### config.mk
export PLATFORM = sky130hd
export DESIGN_NAME = win_addr_gen
export DESIGN_NICKNAME = d
export VERILOG_FILES = /design/src/rtl/win_addr_pkg.sv /design/src/rtl/win_addr_gen_wrap_counter.sv /design/src/rtl/win_addr_gen.sv
export SDC_FILE = /design/constraint.sdc
export NUM_CORES = 1
export LEC_CHECK = 0
export ABC_CLOCK_PERIOD_IN_PS = 5730
export BUFFER_PORTS_ARGS = -buffer_cell sky130_fd_sc_hd__buf_2
export CAP_MARGIN = 25
export CORE_UTILIZATION = 30
export CTS_CLUSTER_DIAMETER = 30
export DETAILED_ROUTE_END_ITERATION = 6
export HOLD_SLACK_MARGIN = 0.02
export PLACE_DENSITY_LB_ADDON = 0.2
export SKIP_CTS_REPAIR_TIMING = 1
export SLEW_MARGIN = 20
export SYNTH_ARGS = -nofsm -noshare
export SYNTH_HDL_FRONTEND = slang
export SYNTH_SLANG_ARGS = --single-unit
### constraint.sdc
create_clock -name clk -period 5.73 [get_ports clk]
set_clock_uncertainty 0.2 [all_clocks]
set_input_delay 0.8595 -clock clk [delete_from_list [all_inputs] [get_ports clk]]
set_output_delay 0.8595 -clock clk [all_outputs]
set_load 0.01 [all_outputs]
### src/rtl/win_addr_pkg.sv
// win_addr_pkg -- shared types and dimension helpers for the window address
// generator.
//   state_t   : scan FSM state encoding (IDLE, RUN, DONE)
//   out_dim   : number of window positions along one axis
//   lane_base : first-pixel offset of the row band owned by a lane
//   cnt_w     : register width for a counter that runs 0..max-1
package win_addr_pkg;

  typedef enum logic [1:0] {
    ST_IDLE = 2'd0,
    ST_RUN  = 2'd1,
    ST_DONE = 2'd2
  } state_t;

  function automatic int out_dim(input int img, input int k, input int stride);
    return (img - k) / stride + 1;
  endfunction

  function automatic int lane_base(input int lane, input int rows,
                                   input int stride, input int img_w);
    return lane * rows * stride * img_w;
  endfunction

  // A counter for a single value still needs one bit to exist
  function automatic int cnt_w(input int max);
    return (max > 1) ? $clog2(max) : 1;
  endfunction

endpackage

### src/rtl/win_addr_gen_wrap_counter.sv
// wrap_counter -- modulo-MAX up counter used for each scan dimension.
// Ports:
//   clk, reset : clock and asynchronous active-high reset
//   en         : advance by one this cycle
//   clr        : synchronous return to zero, wins over en
//   count      : current value, 0..MAX-1
//   wrap       : high in the cycle where en moves count from MAX-1 back to 0;
//                used as the enable of the next slower counter
module wrap_counter
  import win_addr_pkg::*;
#(
  parameter int MAX = 4,
  localparam int W = cnt_w(MAX)
) (
  input  logic         clk,
  input  logic         reset,
  input  logic         en,
  input  logic         clr,
  output logic [W-1:0] count,
  output logic         wrap
);

  logic [W-1:0] r_count;

  assign count = r_count;
  assign wrap  = en && (r_count == W'(MAX - 1));

  // Count on enable, folding back to zero at the top of the range
  always_ff @(posedge clk or posedge reset) begin
    if (reset) begin
      r_count <= '0;
    end else if (clr || wrap) begin
      r_count <= '0;
    end else if (en) begin
      r_count <= r_count + 1'b1;
    end
  end

endmodule

### src/rtl/win_addr_gen.sv
// win_addr_gen -- sliding-window address generator. Walks every KxK window
// of an IMG_W x IMG_H image, emitting one window element per beat, with
// LANES lanes each covering an equal band of output rows.
// Ports:
//   clk, reset   : clock and asynchronous active-high reset
//   start        : begin a full scan (only honoured in IDLE)
//   clear        : synchronous abort back to IDLE, beats start and beats
//   out_ready    : consumer takes the current beat
//   out_valid    : addr/kidx hold a beat
//   addr         : LANES packed addresses, lane 0 in the LSBs
//   kidx         : window element index kr*K+kc
//   busy         : scan in progress
//   done         : one-cycle pulse after the final beat
// Optional build macro WIN_ADDR_GEN_LAST_EN adds:
//   win_last     : beat is the last element of a window
//   row_last     : beat is the last element of the last window in a row
module win_addr_gen
  import win_addr_pkg::*;
#(
  parameter int IMG_W  = 28,
  parameter int IMG_H  = 28,
  parameter int K      = 5,
  parameter int STRIDE = 1,
  parameter int LANES  = 4,
  parameter int ADDR_W = 10
) (
  input  logic                      clk,
  input  logic                      reset,
  input  logic                      start,
  input  logic                      clear,
  input  logic                      out_ready,
  output logic                      out_valid,
  output logic [LANES*ADDR_W-1:0]   addr,
  output logic [$clog2(K*K)-1:0]    kidx,
  output logic                      busy,
`ifdef WIN_ADDR_GEN_LAST_EN
  output logic                      win_last,
  output logic                      row_last,
`endif
  output logic                      done
);

  localparam int OUT_W = out_dim(IMG_W, K, STRIDE);
  localparam int OUT_H = out_dim(IMG_H, K, STRIDE);
  localparam int ROWS  = OUT_H / LANES;
  localparam int KCW   = cnt_w(K);
  localparam int CW    = cnt_w(OUT_W);
  localparam int RW    = cnt_w(ROWS);
  localparam int KIW   = $clog2(K * K);

  if (OUT_H % LANES != 0) begin : g_bad_lanes
    $error("win_addr_gen: output rows must divide evenly across lanes");
  end
  if (IMG_W * IMG_H > 2 ** ADDR_W) begin : g_bad_addr
    $error("win_addr_gen: image does not fit in ADDR_W address bits");
  end
  if (K < 2) begin : g_bad_k
    $error("win_addr_gen: window side must be at least 2");
  end

  state_t                  r_state;
  logic [LANES*ADDR_W-1:0] r_addr;
  logic [KIW-1:0]          r_kidx;

  logic           w_beat;
  logic           w_runNext;
  logic [KCW-1:0] w_kc;
  logic [KCW-1:0] w_kr;
  logic [CW-1:0]  w_c;
  logic [RW-1:0]  w_r;
  logic           w_kcWrap;
  logic           w_krWrap;
  logic           w_cWrap;
  logic           w_rWrap;
  int             w_kcNext;
  int             w_krNext;
  int             w_cNext;
  int             w_rNext;
  logic [LANES*ADDR_W-1:0] w_addrNext;

  assign w_beat    = (r_state == ST_RUN) && out_ready;
  assign out_valid = (r_state == ST_RUN);
  assign busy      = (r_state == ST_RUN);
  assign done      = (r_state == ST_DONE);
  assign addr      = r_addr;
  assign kidx      = r_kidx;

  // Counter chain: each counter's wrap enables the next slower one, so the
  // final beat of the scan is exactly the cycle the row counter wraps
  wrap_counter #(.MAX(K)) u_kc (
    .clk(clk), .reset(reset), .en(w_beat), .clr(clear),
    .count(w_kc), .wrap(w_kcWrap)
  );
  wrap_counter #(.MAX(K)) u_kr (
    .clk(clk), .reset(reset), .en(w_kcWrap), .clr(clear),
    .count(w_kr), .wrap(w_krWrap)
  );
  wrap_counter #(.MAX(OUT_W)) u_c (
    .clk(clk), .reset(reset), .en(w_krWrap), .clr(clear),
    .count(w_c), .wrap(w_cWrap)
  );
  wrap_counter #(.MAX(ROWS)) u_r (
    .clk(clk), .reset(reset), .en(w_cWrap), .clr(clear),
    .count(w_r), .wrap(w_rWrap)
  );

  // Whether the next cycle presents a beat; clear beats everything
  always_comb begin
    w_runNext = 1'b0;
    if (!clear) begin
      if (r_state == ST_IDLE) begin
        w_runNext = start;
      end else if (r_state == ST_RUN) begin
        w_runNext = !w_rWrap;
      end
    end
  end

  // Look ahead to the counter values of the next cycle so the address and
  // index can be registered in step with the counters themselves
  always_comb begin
    w_kcNext   = clear ? 0 : w_kcWrap ? 0 : w_beat   ? int'(w_kc) + 1 : int'(w_kc);
    w_krNext   = clear ? 0 : w_krWrap ? 0 : w_kcWrap ? int'(w_kr) + 1 : int'(w_kr);
    w_cNext    = clear ? 0 : w_cWrap  ? 0 : w_krWrap ? int'(w_c)  + 1 : int'(w_c);
    w_rNext    = clear ? 0 : w_rWrap  ? 0 : w_cWrap  ? int'(w_r)  + 1 : int'(w_r);
    w_addrNext = '0;
    for (int l = 0; l < LANES; l++) begin
      w_addrNext[l*ADDR_W +: ADDR_W] = ADDR_W'(lane_base(l, ROWS, STRIDE, IMG_W)
          + (w_rNext * STRIDE + w_krNext) * IMG_W + w_cNext * STRIDE + w_kcNext);
    end
  end

  // Scan sequencing: IDLE -> RUN on start, RUN -> DONE on the last beat,
  // DONE lasts one cycle
  always_ff @(posedge clk or posedge reset) begin
    if (reset) begin
      r_state <= ST_IDLE;
    end else if (clear) begin
      r_state <= ST_IDLE;
    end else begin
      case (r_state)
        ST_IDLE: if (start) r_state <= ST_RUN;
        ST_RUN:  if (w_rWrap) r_state <= ST_DONE;
        ST_DONE: r_state <= ST_IDLE;
        default: r_state <= ST_IDLE;
      endcase
    end
  end

  // Output registers; parked at zero whenever no beat is being presented
  always_ff @(posedge clk or posedge reset) begin
    if (reset) begin
      r_addr <= '0;
      r_kidx <= '0;
    end else if (w_runNext) begin
      r_addr <= w_addrNext;
      r_kidx <= KIW'(w_krNext * K + w_kcNext);
    end else begin
      r_addr <= '0;
      r_kidx <= '0;
    end
  end

`ifdef WIN_ADDR_GEN_LAST_EN
  logic r_winLast;
  logic r_rowLast;

  assign win_last = r_winLast;
  assign row_last = r_rowLast;

  // Window / row boundary flags, aligned with the registered address
  always_ff @(posedge clk or posedge reset) begin
    if (reset) begin
      r_winLast <= 1'b0;
      r_rowLast <= 1'b0;
    end else begin
      r_winLast <= w_runNext && (w_krNext == K - 1) && (w_kcNext == K - 1);
      r_rowLast <= w_runNext && (w_krNext == K - 1) && (w_kcNext == K - 1)
                   && (w_cNext == OUT_W - 1);
    end
  end
`endif

endmodule

==> impl_summary.txt, run 1 <==
----------------------------------------------------
[Synthesis]
  Dominant register cell in the synthesized netlist ... sky130_fd_sc_hd__dfrtp_1
  Sequential-to-total area share from yosys stat ... 30.79%
  Gate count after technology mapping ... 427
  Unique cell type count in the Yosys netlist ... 49
  Number of warnings issued by yosys ... 0
  Synth Area in Simple Gates ... 15.95%
  Syn avg cell area ... 9.517 µm²
  Number of synthesized flops with an enable pin ... 0
  Synth top area cells ... sky130_fd_sc_hd__dfrtp_1 (31%), sky130_fd_sc_hd__ha_1 (20%), sky130_fd_sc_hd__fa_1 (5.4%), sky130_fd_sc_hd__inv_1 (4.6%), sky130_fd_sc_hd__xnor2_1 (4.3%)
  Area leader, netlist ... sky130_fd_sc_hd__dfrtp_1
  Synthesized flop and latch total ... 50
  Area share of the leading cell type in the synthesized netlist ... 30.79%
  Most common library cells after synthesis ... sky130_fd_sc_hd__ha_1 (65), sky130_fd_sc_hd__dfrtp_1 (50), sky130_fd_sc_hd__inv_1 (50), sky130_fd_sc_hd__nor2_1 (39), sky130_fd_sc_hd__a21oi_1 (31)
  Share of cell area taken by muxes after synthesis ... 1.293%
  Main combinational cell family by area after synthesis ... adder cells
  Cell area after technology mapping ... 4064 µm²
  Complex-gate fraction of the synthesized area ... 11.88%
  Share of flip-flops with an asynchronous set or reset after synthesis ... 100.0%
  Mapped Nets ... 508
  Fraction of the mapped netlist area in adder cells ... 25.43%
  Synthesized-area fraction occupied by xor and xnor cells ... 6.589%
  Top-count cell post-synth ... sky130_fd_sc_hd__ha_1

[STA]
  Worst slew margin relative to its limit ... 39.29%
  Setup repair after global routing missed its margin ... yes
  Part of the cycle the worst path needs ... 95.25%
  Post-Route Setup TNS ... 0 ns
  Max-slew violation count ... 0
  Min Clock Period, post-route ... 5.458 ns
  Final number of setup-violating endpoints ... 0
  Smallest hold slack ... 0.3697 ns
  Final-report hold violation count ... 0
  Least-Margin Pin Slew ... 0.9107 ns
  Final setup margin ... 0.2724 ns
  Peak clock frequency supported by timing ... 183.2 MHz

[Critical path]
  Most numerous cell on the critical path ... sky130_fd_sc_hd__inv_1
  Slowest stage cell on the critical path ... sky130_fd_sc_hd__fa_2
  Number of buffers and inverters on the critical path ... 5
  Crit-path max FO ... 5
  Critical path class ... reg2reg
  Slowest cell delay on critical path ... 0.52 ns
  Startpoint types ... flip-flop
  Delay-heaviest family, CP ... adder cells
  Endpoint required time on the critical path ... 5.73 ns
  Crit path cell chain ... inv_1, ha_2, and4_4, nand3_4, nor3b_2, a21oi_1, nor2_1, ha_2, inv_1, fa_2, inv_1, fa_1, ha_1, fa_1, inv_1, ha_1, inv_1, ha_1, ha_1, o21ai_2, a21boi_1, o21a_1, o21a_1, nor3_1
  Critical path arrival ... 5.46 ns
  CP endpoint kind ... flip-flop

[Routing]
  Antenna viol nets, final ... 0
  Total wire length after detailed routing ... 8471 µm
  DRT iter0 DRCs ... 130
  Routed wire length per instance ... 12.44 µm
  Iteration count of the initial detailed-routing pass ... 5
  DRC violations left ... 0
  Average vias per placed instance ... 4.618
  Vias after detailed routing ... 3145

[Placement]
  Detail Placement HPWL ... 6947 µm
  Worst slack, placed ... -0.1135 ns
  Global placer's final weighted congestion ... 0.8240
  Number of buffers added on ports ... 52

[Global routing]
  Global-route wire length before repair ... 14750 µm
  Total gr overflow ... 0
  Via count of the first global-routing pass ... 3202
  Pin count of the biggest net entering global routing ... 31
  Global Route Usage Sum ... 12.92%
  Number of antenna violations at the first check in global routing ... 0

[Clock tree]
  Clock root buffer ... sky130_fd_sc_hd__clkbuf_16
  Number of buffers added by the clock tree synthesis step ... 5
  Maximum buffer depth of the clock tree ... 2
  # H-tree levels ... 2
  Clock tree from TritonCTS ... yes
  Clk Latency, worst-skew pair ... 0.29 ns
  Total clock sinks ... 50
  CTS clock-pin slew for the worst setup and hold paths ... 0.07 ns

[Final layout]
  Ant. Diodes ... 0
  Nets ... 585
  Number of filler cells placed in the layout ... 1385
  Layout overhead on the synthesized area ... 21.83%
  Fraction of layout cells with a size suffix above 1 ... 25.94%

[Power]
  Peak supply drop ... 0.00009680 V
  Leakage ... 2.660 nW
  Power Dens Cells ... 144.4 nW/µm²
  Overall power of the completed layout ... 0.7148 mW

[Floorplanning]
  Total die area ... 14020 µm²
  Starting density of the core ... 30.69%
  Horizontal die dimension ... 118.4 µm
  Boundary Pins ... 53
  Row cnt ... 42
  Placeable Area ... 13240 µm²
  Vertical extent of the die ... 118.4 µm

[Hold path]
  Class of the worst hold path ... reg2reg

[Job]
  Max-capacitance violation count ... 0

[Status]
  Result of the run ... finished clean

----------------------------------------------------
## power breakdown
group	internal (mW)	total [mW]	switching, mW
combinational	0.0167	0.0482	0.0315
sequential	0.360	0.362	0.00258
clock	0.174	0.304	0.131
## metrics by stage
| step | area [µm²] | cells | util (%) |
|---|---|---|---|
| floorplan | 4078 | 427 | - |
| global placement | 4684 | 670 | 35.37 |
| detailed placement | 4705 | 671 | 35.53 |
| CTS | 4852 | 679 | 36.64 |
| global route | 4951 | 681 | 37.39 |
| finish | 4951 | 681 | 37.39 |
## final cells by class
class                           instances  area, µm²  share of cell area (%)
Multi-Input combinational cell        308       2592                   52.36
Inverter                               50      187.7                   3.791
Timing Repair Buffer                   89      550.5                   11.12
Tap cell                              176      220.2                   4.448
Clock inverter                          1      5.005                  0.1011
Sequential cell                        50       1252                   25.30
Clock buffer                            7      142.6                   2.881
## sequential cells by signal (all words and copies together), names as in the netlist
register,flops
addr,29
u_kr.count,3
u_c.count,5
kidx,5
r_state,2
u_kc.count,3
u_r.count,3
## logic make-up (layout without fill, tap and decap cells)
kind of cell | after synthesis | after routing
fa+ha+maj | 76 | 76
flops | 50 | 50
buf+inv | 69 | 147
compound gates | 77 | 77
simple gates | 121 | 121
xor+xnor | 29 | 29
mux | 5 | 5
## worst reg2reg max path, stage by stage (launching register included)
cell,delay [ns]
sky130_fd_sc_hd__dfrtp_1,0.40
sky130_fd_sc_hd__inv_1,0.10
sky130_fd_sc_hd__ha_2,0.21
sky130_fd_sc_hd__and4_4,0.24
sky130_fd_sc_hd__nand3_4,0.10
sky130_fd_sc_hd__nor3b_2,0.16
sky130_fd_sc_hd__a21oi_1,0.07
sky130_fd_sc_hd__nor2_1,0.11
sky130_fd_sc_hd__ha_2,0.19
sky130_fd_sc_hd__inv_1,0.05
sky130_fd_sc_hd__fa_2,0.53
sky130_fd_sc_hd__inv_1,0.06
sky130_fd_sc_hd__fa_1,0.47
sky130_fd_sc_hd__ha_1,0.22
sky130_fd_sc_hd__fa_1,0.51
sky130_fd_sc_hd__inv_1,0.05
sky130_fd_sc_hd__ha_1,0.29
sky130_fd_sc_hd__inv_1,0.07
sky130_fd_sc_hd__ha_1,0.31
sky130_fd_sc_hd__ha_1,0.34
sky130_fd_sc_hd__o21ai_2,0.08
sky130_fd_sc_hd__a21boi_1,0.10
sky130_fd_sc_hd__o21a_1,0.19
sky130_fd_sc_hd__o21a_1,0.16
sky130_fd_sc_hd__nor3_1,0.15
## layer usage
layer | share of wire (%) | wire (µm) | track usage, % | vias up
li1 | - | - | - | 1589
met1 | 49 | 4163 | 17.17 | 1512
met2 | 48 | 4071 | 21.91 | 37
met3 | 2.1 | 175 | 1.737 | 7
met4 | 0.72 | 61 | 3.639 | 0
met5 | 0 | 0 | 0 | -
## path summary, 6_finish.rpt
kind                               startpoint    endpoint  depth (start not counted)  slack (ns)
worst max-delay path            u_kc.count[0]    addr[38]                         24        0.27
worst min-delay path             u_r.count[2]  r_state[1]                          2        0.37
worst max register to register  u_kc.count[0]    addr[38]                         24        0.27
worst min register to register   u_r.count[2]  r_state[1]                          2        0.37
max in group asynchronous               reset     addr[4]                          3        4.38
min in group asynchronous               reset    addr[31]                          2        0.41
## cells in the final DEF (no fill, tap or decap), types with 2 or more instances in the layout
cell and instances:
sky130_fd_sc_hd__nand3_1 4, sky130_fd_sc_hd__xnor2_1 17, sky130_fd_sc_hd__fa_1 10, sky130_fd_sc_hd__inv_1 48
sky130_fd_sc_hd__ha_1 62, sky130_fd_sc_hd__nand2_1 11, sky130_fd_sc_hd__nor3b_1 2, sky130_fd_sc_hd__buf_2 52
sky130_fd_sc_hd__inv_2 2, sky130_fd_sc_hd__or3_1 2, sky130_fd_sc_hd__a21o_1 8, sky130_fd_sc_hd__a21oi_2 4
sky130_fd_sc_hd__o21ai_0 10, sky130_fd_sc_hd__nand4_1 2, sky130_fd_sc_hd__nand4b_1 3, sky130_fd_sc_hd__o21ai_2 3
sky130_fd_sc_hd__o21bai_1 3, sky130_fd_sc_hd__nor2b_1 8, sky130_fd_sc_hd__nor3b_2 2, sky130_fd_sc_hd__nor2_1 39
sky130_fd_sc_hd__mux2_2 2, sky130_fd_sc_hd__buf_4 36, sky130_fd_sc_hd__xor2_1 8, sky130_fd_sc_hd__o21a_1 9
sky130_fd_sc_hd__a21oi_1 28, sky130_fd_sc_hd__xnor2_2 3, sky130_fd_sc_hd__nand2b_1 3, sky130_fd_sc_hd__clkbuf_16 5
sky130_fd_sc_hd__nor3_1 21, sky130_fd_sc_hd__ha_2 2, sky130_fd_sc_hd__nor3_2 3, sky130_fd_sc_hd__and2_1 5
sky130_fd_sc_hd__nor4_1 2, sky130_fd_sc_hd__a22o_1 3, sky130_fd_sc_hd__a21boi_1 2, sky130_fd_sc_hd__dfrtp_1 49
sky130_fd_sc_hd__or2_2 4, sky130_fd_sc_hd__mux2i_1 3
Power figures use the tool's default switching activity.
==> run 2: changes to the inputs <==
--- a/config.mk
+++ b/config.mk
@@ -8,7 +8,7 @@
 export ABC_CLOCK_PERIOD_IN_PS = 5730
 export BUFFER_PORTS_ARGS = -buffer_cell sky130_fd_sc_hd__buf_2
 export CAP_MARGIN = 25
-export CORE_UTILIZATION = 30
+export CORE_UTILIZATION = 38
 export CTS_CLUSTER_DIAMETER = 30
 export DETAILED_ROUTE_END_ITERATION = 6
 export HOLD_SLACK_MARGIN = 0.02
==> run 2 against run 1 <==
Wire length down 3.8%; die area shrank 21%; critical path depth decreased by 1; global-route usage grew 3.1 points; sequential power is essentially flat; clock power down 28%; worst hold slack improved by 0.0011 ns; final area decreased by 3.1%; count of clock-buffer cells in the layout decreased by 1; non-clock buffer count grew 1; maximum frequency is 0.99% lower; sequential cell count is the same.
==> impl_summary.txt, run 2 (same netlist as run 1, synthesis figures left out) <==
----------------------------------------------------
[Routing]
  Iteration count of the initial detailed-routing pass ... 4
  Vias after detailed routing ... 3132
  Average vias per placed instance ... 4.879
  DRT iter0 DRCs ... 142
  Routed wire length per instance ... 12.69 µm
  DRC violations left ... 0
  Antenna viol nets, final ... 0
  Total wire length after detailed routing ... 8145 µm

[Final layout]
  Number of standard cells in the layout, taps in and fillers out ... 642
  Fraction of layout cells with a size suffix above 1 ... 24.70%
  Leading cell types in the layout, fill and taps excluded ... sky130_fd_sc_hd__ha_1 (63), sky130_fd_sc_hd__buf_2 (52), sky130_fd_sc_hd__dfrtp_1 (49), sky130_fd_sc_hd__inv_1 (48), sky130_fd_sc_hd__nor2_1 (39)
  Nets ... 586
  Final non-filler cell area ... 4800 µm²
  Flip-flop count of the largest register after layout ... 29
  Ant. Diodes ... 0
  Leading cell type in the layout, fill and taps excluded ... sky130_fd_sc_hd__ha_1
  Layout overhead on the synthesized area ... 18.10%

[Clock tree]
  CTS clock-pin slew for the worst setup and hold paths ... 0.09 ns
  Clock tree from TritonCTS ... yes
  # H-tree levels ... 2
  Clk Latency, worst-skew pair ... 0.31 ns
  Maximum buffer depth of the clock tree ... 2
  Clock root buffer ... sky130_fd_sc_hd__clkbuf_8
  Number of buffers added by the clock tree synthesis step ... 5
  Total clock sinks ... 50

[Critical path]
  Startpoint types ... flip-flop
  Critical path class ... reg2reg
  Crit path cell chain ... ha_1, and4b_2, nand3_4, nor3b_2, a21oi_1, nor2_1, ha_1, inv_1, fa_2, inv_1, fa_1, ha_1, fa_1, inv_1, ha_1, inv_1, ha_1, ha_1, o21ai_0, a21boi_1, o21a_1, o21a_1, nor3_1
  Crit. path cell count ... 23
  Reg2Reg Launch Point ... u_c.count[0]
  Number of buffers and inverters on the critical path ... 4
  Slowest stage cell on the critical path ... sky130_fd_sc_hd__fa_2
  Register-to-Register Setup Slack ... 0.22 ns
  Endpoint required time on the critical path ... 5.76 ns
  Endpoint of the most critical register-to-register path ... addr[38]
  Delay-heaviest family, CP ... adder cells
  CP endpoint kind ... flip-flop
  Critical path arrival ... 5.54 ns
  Capturing element of the worst setup path ... addr[38]
  Crit-path max FO ... 5
  CP Launch Point ... u_c.count[0]
  Slowest cell delay on critical path ... 0.53 ns
  Most numerous cell on the critical path ... sky130_fd_sc_hd__ha_1
  Worst r2r path cells ... 23

[STA]
  Final-report hold violation count ... 0
  Least-Margin Pin Slew ... 0.6277 ns
  Min Clock Period, post-route ... 5.512 ns
  Worst slew margin relative to its limit ... 58.15%
  Part of the cycle the worst path needs ... 96.19%
  Smallest hold slack ... 0.3708 ns
  Final number of setup-violating endpoints ... 0
  Post-Route Setup TNS ... 0 ns
  Peak clock frequency supported by timing ... 181.4 MHz
  Max-slew violation count ... 0

[Placement]
  Global placer's final weighted congestion ... 0.8476
  Number of placed cells counting well taps ... 633
  Number of buffers added on ports ... 52
  Total placed instance area ... 4646 µm²
  Detail Placement HPWL ... 6421 µm

[Floorplanning]
  Row cnt ... 37
  Total die area ... 11110 µm²
  Vertical extent of the die ... 105.4 µm
  Placeable Area ... 10320 µm²
  Starting density of the core ... 39.36%
  Horizontal die dimension ... 105.4 µm
  Boundary Pins ... 53

[Global routing]
  Via count of the first global-routing pass ... 3183
  Global Route Usage Sum ... 15.99%
  Total gr overflow ... 0
  Global-route wire length before repair ... 14280 µm
  Number of antenna violations at the first check in global routing ... 0
  Pin count of the biggest net entering global routing ... 51

[Power]
  Leakage ... 2.620 nW
  Peak supply drop ... 0.00007878 V
  Overall power of the completed layout ... 0.6290 mW
  Power Dens Cells ... 131.0 nW/µm²

[Hold path]
  Launch point of the worst hold path ... u_r.count[2]
  Class of the worst hold path ... reg2reg

[Job]
  Max-capacitance violation count ... 0

[Status]
  Result of the run ... finished clean

----------------------------------------------------
[run 2: changes by cell type in the layout (fill, tap and decap cells not counted), sizes merged]
cell      delta
buf          +1
clkbuf       -1
clkinvlp     +1
[run 2: routing by layer]
layer / vias up / share of wire [%] / GRT usage (%)
li1: 1586 / - / -
met1: 1472 / 49 / 21.31
met2: 67 / 47 / 27.26
met3: 7 / 2.9 / 1.855
met4: 0 / 1.3 / 4.527
met5: - / 0 / 0
[run 2: power breakdown]
group,switching (mW),leakage (nW),internal [mW]
Clock,0.121,0.0472,0.0973
Sequential,0.00287,0.679,0.360
Combinational,0.0310,1.89,0.0171
[run 2: final cells by class]
cell class | count | area (µm²)
Inverter | 50 | 187.7
Clock inverter | 2 | 12.51
Sequential cell | 50 | 1252
Fill cell | 1013 | 5524
Timing Repair Buffer | 90 | 545.5
Multi-Input combinational cell | 308 | 2549
Tap cell | 136 | 170.2
Clock buffer | 6 | 82.58
[run 2: per-stage QoR]
stage	util, %	worst slack [ns]
CTS	45.92	0.07458
global placement	45.00	-0.005545
finish	46.49	0.2180
detailed placement	45.00	-0.1111
floorplan	-	0.05200
global route	46.49	-0.03519
[run 2: how the worst min path moves through the flow]
stage,endpoint,slack (ns),cells past startpoint
floorplan,u_c.count[1],0.32,1
detailed placement,r_state[1],0.36,2
finish,r_state[1],0.37,2
CTS,r_state[1],0.38,2
global route,r_state[1],0.41,2
global placement,u_c.count[1],0.35,1
[run 2: worst min-delay path, cell delays in order, from the launching register on]
cell and delay, ns:
sky130_fd_sc_hd__dfrtp_1 0.42, sky130_fd_sc_hd__nand3_1 0.08, sky130_fd_sc_hd__nor3_1 0.04
